$ cat config.mk
export PLATFORM = sky130hd
export DESIGN_NAME = rand_delay_timer_flat
export DESIGN_NICKNAME = d
export VERILOG_FILES = /design/src/rtl/rand_delay_timer_pkg.sv /design/src/rtl/rand_delay_timer_if.sv /design/src/rtl/rand_delay_timer_lfsr.sv /design/src/rtl/rand_delay_timer.sv /design/src/flat_wrapper.sv
export SDC_FILE = /design/constraint.sdc
export NUM_CORES = 1
export LEC_CHECK = 0
export CORE_MARGIN = 2
export CORE_UTILIZATION = 45
export DETAILED_ROUTE_END_ITERATION = 16
export GPL_TIMING_DRIVEN = 1
export MAX_ROUTING_LAYER = met4
export PLACE_DENSITY = 0.71
export REMOVE_ABC_BUFFERS = 1
export SLEW_MARGIN = 5
export SYNTH_ARGS = -nofsm -noshare
export SYNTH_HDL_FRONTEND = slang
export SYNTH_HIERARCHICAL = 1
export SYNTH_SLANG_ARGS = --single-unit
export TNS_END_PERCENT = 30
$ cat constraint.sdc
create_clock -name clk -period 3.75 [get_ports clk]
set_input_delay 0.75 -clock clk [delete_from_list [all_inputs] [get_ports clk]]
set_output_delay 0.75 -clock clk [all_outputs]
set_load 0.02 [all_outputs]
$ cat src/rtl/rand_delay_timer_pkg.sv
// Shared types and constants for the one-shot delay timer.
package delay_timer_pkg;

  typedef enum logic [1:0] {
    IDLE     = 2'd0,
    COUNTING = 2'd1,
    TIME_OUT = 2'd2,
    WAIT_LOW = 2'd3
  } dt_state_t;

  localparam logic [6:0] DEFAULT_TAPS7 = 7'b1000100;

  localparam logic MODE_FIXED = 1'b0;
  localparam logic MODE_RAND  = 1'b1;

endpackage

$ cat src/rtl/rand_delay_timer_if.sv
// Control/status bundle between a timer client (master) and the delay timer (slave).
interface rand_delay_timer_if #(
  parameter int WIDTH = 7
);
  logic             trigger;
  logic             abort;
  logic             mode;
  logic [WIDTH-1:0] k_in;
  logic             time_out;
  logic             busy;
  logic [WIDTH-1:0] k_used;

  modport master (
    output trigger, abort, mode, k_in,
    input  time_out, busy, k_used
  );

  modport slave (
    input  trigger, abort, mode, k_in,
    output time_out, busy, k_used
  );
endinterface

$ cat src/rtl/rand_delay_timer_lfsr.sv
// Free-running Fibonacci LFSR used as the random delay source; seeds to 1 so all-zero is unreachable.
module lfsr_gen
  import delay_timer_pkg::*;
#(
  parameter int               WIDTH = 7,
  parameter logic [WIDTH-1:0] TAPS  = WIDTH'(DEFAULT_TAPS7)
) (
  input  logic             clk,
  input  logic             rst,
  output logic [WIDTH-1:0] q
);

  logic [WIDTH-1:0] r_lfsr;

  always_ff @(posedge clk) begin
    if (rst) begin
      r_lfsr <= WIDTH'(1);
    end else begin
      r_lfsr <= {r_lfsr[WIDTH-2:0], ^(r_lfsr & TAPS)};
    end
  end

  assign q = r_lfsr;

endmodule

$ cat src/rtl/rand_delay_timer.sv
// One-shot programmable delay timer with abort and a one-cycle completion pulse.
// Build option RAND_DELAY_EN adds an LFSR delay source selected by mode.
//
// state    | meaning
// IDLE     | waiting for trigger; latches delay on start
// COUNTING | busy, counting down to zero (abort cancels)
// TIME_OUT | one-cycle completion pulse
// WAIT_LOW | pulse done, trigger still high; wait for release
module rand_delay_timer
  import delay_timer_pkg::*;
#(
  parameter int               WIDTH = 7,
  parameter logic [WIDTH-1:0] TAPS  = WIDTH'(DEFAULT_TAPS7)
) (
  input  logic              clk,
  input  logic              rst,
  rand_delay_timer_if.slave bus
);

  dt_state_t        r_state;
  logic [WIDTH-1:0] r_count;
  logic [WIDTH-1:0] r_k_used;
  logic             r_time_out;
  logic             r_busy;

  logic [WIDTH-1:0] w_src;
  logic [WIDTH-1:0] w_delay;

`ifdef RAND_DELAY_EN
  logic [WIDTH-1:0] w_lfsr;

  lfsr_gen #(
    .WIDTH (WIDTH),
    .TAPS  (TAPS)
  ) u_lfsr (
    .clk (clk),
    .rst (rst),
    .q   (w_lfsr)
  );

  assign w_src = (bus.mode == MODE_RAND) ? w_lfsr : bus.k_in;
`else
  logic w_unused_cfg;

  assign w_unused_cfg = bus.mode ^ (^TAPS);
  assign w_src        = bus.k_in;
`endif

  // A zero delay would need a negative count; treat it as the shortest legal delay.
  assign w_delay = (w_src == '0) ? WIDTH'(1) : w_src;

  always_ff @(posedge clk) begin
    if (rst) begin
      r_state    <= IDLE;
      r_count    <= '0;
      r_k_used   <= '0;
      r_time_out <= 1'b0;
      r_busy     <= 1'b0;
    end else begin
      r_time_out <= 1'b0;
      r_busy     <= 1'b0;
      case (r_state)
        IDLE: begin
          if (bus.trigger) begin
            r_state  <= COUNTING;
            r_k_used <= w_delay;
            r_count  <= w_delay - WIDTH'(1);
            r_busy   <= 1'b1;
          end
        end
        COUNTING: begin
          if (bus.abort) begin
            r_state <= IDLE;
          end else if (r_count == '0) begin
            r_state    <= TIME_OUT;
            r_time_out <= 1'b1;
          end else begin
            r_count <= r_count - WIDTH'(1);
            r_busy  <= 1'b1;
          end
        end
        TIME_OUT: begin
          r_state <= bus.trigger ? WAIT_LOW : IDLE;
        end
        WAIT_LOW: begin
          if (!bus.trigger) begin
            r_state <= IDLE;
          end
        end
        default: begin
          r_state <= IDLE;
        end
      endcase
    end
  end

  assign bus.time_out = r_time_out;
  assign bus.busy     = r_busy;
  assign bus.k_used   = r_k_used;

endmodule

$ cat src/flat_wrapper.sv
// flat-port wrapper written by rule: the top's interface ports become plain ports
module rand_delay_timer_flat import delay_timer_pkg::*;
#(
  parameter int               WIDTH = 7,
  parameter logic [WIDTH-1:0] TAPS  = WIDTH'(DEFAULT_TAPS7)
)
  (clk, rst, bus_trigger, bus_abort, bus_mode, bus_k_in, bus_time_out, bus_busy, bus_k_used);
  rand_delay_timer_if #(.WIDTH(WIDTH)) bus_i ();
  input  logic clk;
  input  logic rst;
  input wire logic [$bits(bus_i.trigger)-1:0] bus_trigger;
  input wire logic [$bits(bus_i.abort)-1:0] bus_abort;
  input wire logic [$bits(bus_i.mode)-1:0] bus_mode;
  input wire logic [$bits(bus_i.k_in)-1:0] bus_k_in;
  output wire logic [$bits(bus_i.time_out)-1:0] bus_time_out;
  output wire logic [$bits(bus_i.busy)-1:0] bus_busy;
  output wire logic [$bits(bus_i.k_used)-1:0] bus_k_used;
  assign bus_i.trigger = bus_trigger;
  assign bus_i.abort = bus_abort;
  assign bus_i.mode = bus_mode;
  assign bus_i.k_in = bus_k_in;
  assign bus_time_out = bus_i.time_out;
  assign bus_busy = bus_i.busy;
  assign bus_k_used = bus_i.k_used;
  rand_delay_timer #(.WIDTH(WIDTH), .TAPS(TAPS)) u_core (.clk(clk), .rst(rst), .bus(bus_i));
endmodule
==> flow_metrics.env <==
export IMPL_critical_path_peak_fanout=8
export IMPL_number_of_buffers_created_by_cts=3
export IMPL_synth_lib_cells_used_distinct=41
export IMPL_synth_ff_latch_count=18
export IMPL_cts_htree_levels=1
export IMPL_synthesis_area_sq_mm=0.00104
export IMPL_mostFrequentLayoutCells="sky130_fd_sc_hd__clkdlybuf4s50_1 (19), sky130_fd_sc_hd__dfxtp_1 (18), sky130_fd_sc_hd__nand2_1 (17)"
export IMPL_placed_cells_incl_taps=168
export IMPL_maximum_number_of_pins_on_one_net_before_global_route_repair=20
export IMPL_run_status="finished clean"
export IMPL_achievable_freq_ghz=0.315
export IMPL_grt_pass1_vias=959
export IMPL_cp_data_arrival_time_ns=3.39
export IMPL_hold_viol=0
export IMPL_crit_start="bus_k_in[3]"
export IMPL_p_per_area_mw_per_mm2=387
export IMPL_synth_largest_area_cell="sky130_fd_sc_hd__dfxtp_1"
export IMPL_clock_sink_count=18
export IMPL_first_pass_grt_wire_length_mm=4.43
export IMPL_place_congestion=0.935
export IMPL_tritoncts="yes"
export IMPL_globalRouteTotalUtil_pct=22.6
export IMPL_drt_wirelength_per_cell_microns=15.5
export IMPL_finish_utilization_pct=57.7
export IMPL_endpoints_failing_setup=0
export IMPL_max_cap_violations=0
export IMPL_postRouteAntennaNets=0
export IMPL_placeableCoreArea_sq_mm=0.00221
export IMPL_totalWireLength_mm=2.67
export IMPL_yosys_warnings=6
export IMPL_post_route_period_util_pct=84.6
export IMPL_power_ir_vdd_worst_mv=0.237
export IMPL_drt_pass1_iter_count=4
export IMPL_reg2reg_depth=8
export IMPL_worst_endpoint_required_ns=3.97
export IMPL_area_growth_synth_to_final_pct=22.2
export IMPL_effective_utilization_at_floorplan_pct=47.2
export IMPL_first_iter_violations=59
export IMPL_max_slew_margin_pct=52.9
export IMPL_fp_row_count=17
export IMPL_drc_errors=0
export IMPL_skew_ns=0.00242
export IMPL_layout_drive_gt1_share_pct=6.94
export IMPL_number_of_antenna_violations_at_the_first_check_in_global_routing=0
export IMPL_detailroute_via_count=1062
export IMPL_cts_clk_slew_worst_paths_ns=0.11
export IMPL_setup_tns_ns=0
export IMPL_timing_final_crit_period_ns=3.17
export IMPL_via_per_inst=6.17
export IMPL_root_buffer="sky130_fd_sc_hd__clkbuf_4"
export IMPL_antenna_cells=0
export IMPL_dieArea_sq_mm=0.00272
export IMPL_holdCritStartpoint="u_core/bus.k_used[4]"
export IMPL_post_cts_repair_setup_buffers=0
export IMPL_synthesized_instance_count=127
export IMPL_die_width_microns=52.2
export IMPL_hold_slack_final_ns=0.460
export IMPL_timing_worst_setup_path_type="input pin to flip-flop"
export IMPL_buffer_ports_inserted=19
export IMPL_grt_ovfl_total=0
export IMPL_synth_yosys_seq_area_share_pct=34.5
export IMPL_io_pin_count=21
export IMPL_maxSlewViolCount=0
export IMPL_cts_path_max_buffers=2
export IMPL_grt_setup_unrepaired="false"
export IMPL_synth_top_cells_by_area="sky130_fd_sc_hd__dfxtp_1 (34%), sky130_fd_sc_hd__nand2_1 (6.1%), sky130_fd_sc_hd__a211oi_1 (5.7%), sky130_fd_sc_hd__a21oi_1 (4.8%), sky130_fd_sc_hd__nor3b_1 (2.9%)"
export IMPL_cts_hold_buffers_added=0
export IMPL_stdcell_count=172
export IMPL_area_share_of_the_leading_cell_type_in_the_synthesized_netlist_pct=34.5
export IMPL_p_leak_nw=0.446
export IMPL_chipHeight_microns=52.2
export IMPL_cts_repair_resized=0
export IMPL_hold_path_depth=2
export IMPL_postSynthAreaPerCell_sq_um=8.23
export IMPL_hold_class="flip-flop to flip-flop"
export IMPL_critPathCaptureType="flip-flop"
export IMPL_final_common_cell="sky130_fd_sc_hd__clkdlybuf4s50_1"
export IMPL_layout_nets=158
export IMPL_worst_r2r_startpoint="u_core/r_state[1]"
export IMPL_clk_insertion_delay_late_ns=0.30
export IMPL_worst_setup_path_start_kind="input pin"
export IMPL_tightestPinTransition_ns=0.704
export IMPL_dp_hpwl_mm=1.92
==> worst max-delay path, stage by stage <==
cell                              delay (ns)
sky130_fd_sc_hd__clkdlybuf4s50_1        0.49
sky130_fd_sc_hd__nor4_1                 0.52
sky130_fd_sc_hd__a21oi_1                0.17
sky130_fd_sc_hd__a21oi_1                0.24
sky130_fd_sc_hd__inv_1                  0.07
sky130_fd_sc_hd__ha_1                   0.28
sky130_fd_sc_hd__nor4b_1                0.18
sky130_fd_sc_hd__or4_1                  0.52
sky130_fd_sc_hd__a31oi_1                0.17
==> worst paths after layout <==
check | slack (ns) | to
worst max-delay path | 0.58 | u_core/r_count[6]
worst min register to register | 0.46 | u_core/bus.k_used[4]
worst max register to register | 1.22 | u_core/r_count[6]
worst min-delay path | 0.46 | u_core/bus.k_used[4]
==> synthesized netlist by cell type <==
library cell	count
sky130_fd_sc_hd__nor3b_1	4
sky130_fd_sc_hd__a22o_1	1
sky130_fd_sc_hd__or4b_1	1
sky130_fd_sc_hd__a2111oi_0	3
sky130_fd_sc_hd__and3b_1	1
sky130_fd_sc_hd__buf_6	1
sky130_fd_sc_hd__inv_1	5
sky130_fd_sc_hd__nor3_2	1
sky130_fd_sc_hd__or2_1	2
sky130_fd_sc_hd__and4_1	1
sky130_fd_sc_hd__o31ai_1	1
sky130_fd_sc_hd__nor4_4	1
sky130_fd_sc_hd__nor3_1	3
sky130_fd_sc_hd__nand3_1	2
sky130_fd_sc_hd__nor4_1	4
sky130_fd_sc_hd__buf_2	3
sky130_fd_sc_hd__dfxtp_1	18
sky130_fd_sc_hd__and2b_1	1
sky130_fd_sc_hd__o221ai_1	2
sky130_fd_sc_hd__nand2_1	17
sky130_fd_sc_hd__ha_1	1
sky130_fd_sc_hd__or2_2	1
sky130_fd_sc_hd__nor4_2	1
sky130_fd_sc_hd__a2bb2oi_1	1
sky130_fd_sc_hd__a211oi_1	8
sky130_fd_sc_hd__a211o_2	1
sky130_fd_sc_hd__nor4b_1	1
sky130_fd_sc_hd__mux2i_1	2
sky130_fd_sc_hd__a21oi_1	10
sky130_fd_sc_hd__or4_1	2
sky130_fd_sc_hd__o211ai_1	1
sky130_fd_sc_hd__o22ai_1	3
sky130_fd_sc_hd__a32oi_1	1
sky130_fd_sc_hd__a31oi_1	3
sky130_fd_sc_hd__a21boi_1	1
sky130_fd_sc_hd__nor2_1	7
sky130_fd_sc_hd__nand2b_1	3
sky130_fd_sc_hd__a22oi_1	1
sky130_fd_sc_hd__or3_1	3
sky130_fd_sc_hd__clkbuf_1	3
sky130_fd_sc_hd__o311ai_1	1
==> power breakdown <==
part | total [mW] | internal [mW] | switching [mW]
clock | 0.123 | 0.0592 | 0.0638
sequential | 0.227 | 0.208 | 0.0190
combinational | 0.144 | 0.0628 | 0.0807
total | 0.494 | 0.330 | 0.164
==> state kept, by name, summed over array words and instances (netlist names) <==
signal,count
u_core/bus.k_used,7
u_core/r_count,7
u_core/r_state,2
u_core/bus.busy,1
u_core/bus.time_out,1
==> metrics by stage <==
| step | total power, mW | area (sq um) | worst slack, ns |
|---|---|---|---|
| after floorplan | 0.317 | 1010 | 1.15 |
| after global placement | 0.370 | 1240 | 0.360 |
| after detailed placement | 0.372 | 1240 | 0.324 |
| after CTS | 0.496 | 1280 | 0.640 |
| after global routing | 0.523 | 1280 | 0.378 |
| final | 0.494 | 1280 | 0.576 |
==> logic make-up after synthesis <==
kind of cell             count (synthesis)  synth area share, %
multiplexers                             2                 1.92
buffers and inverters                   12                 5.39
flip-flops                              18                 34.5
AO/OA/AOI/OAI                           38                 25.5
adder cells (fa/ha/maj)                  1                 1.20
AND/OR/NAND/NOR                         56                 31.5
==> layout make-up <==
class / instances / area (sq um)
fillers: 209 / 936
multi-input cells: 97 / 628
flip-flops and latches: 18 / 360
repair buffers: 20 / 198
clock buffers: 4 / 36.3
well taps: 28 / 35.0
inverters: 5 / 18.8
==> layer usage <==
layer,vias to the layer above,track usage (%),part of all wire (%)
li1,524,-,-
met1,496,29.1,44
met2,38,36.1,49
met3,4,6.00,6.0
met4,0,4.70,0.86
met5,-,-,0
(Power assumes the default switching activity.)
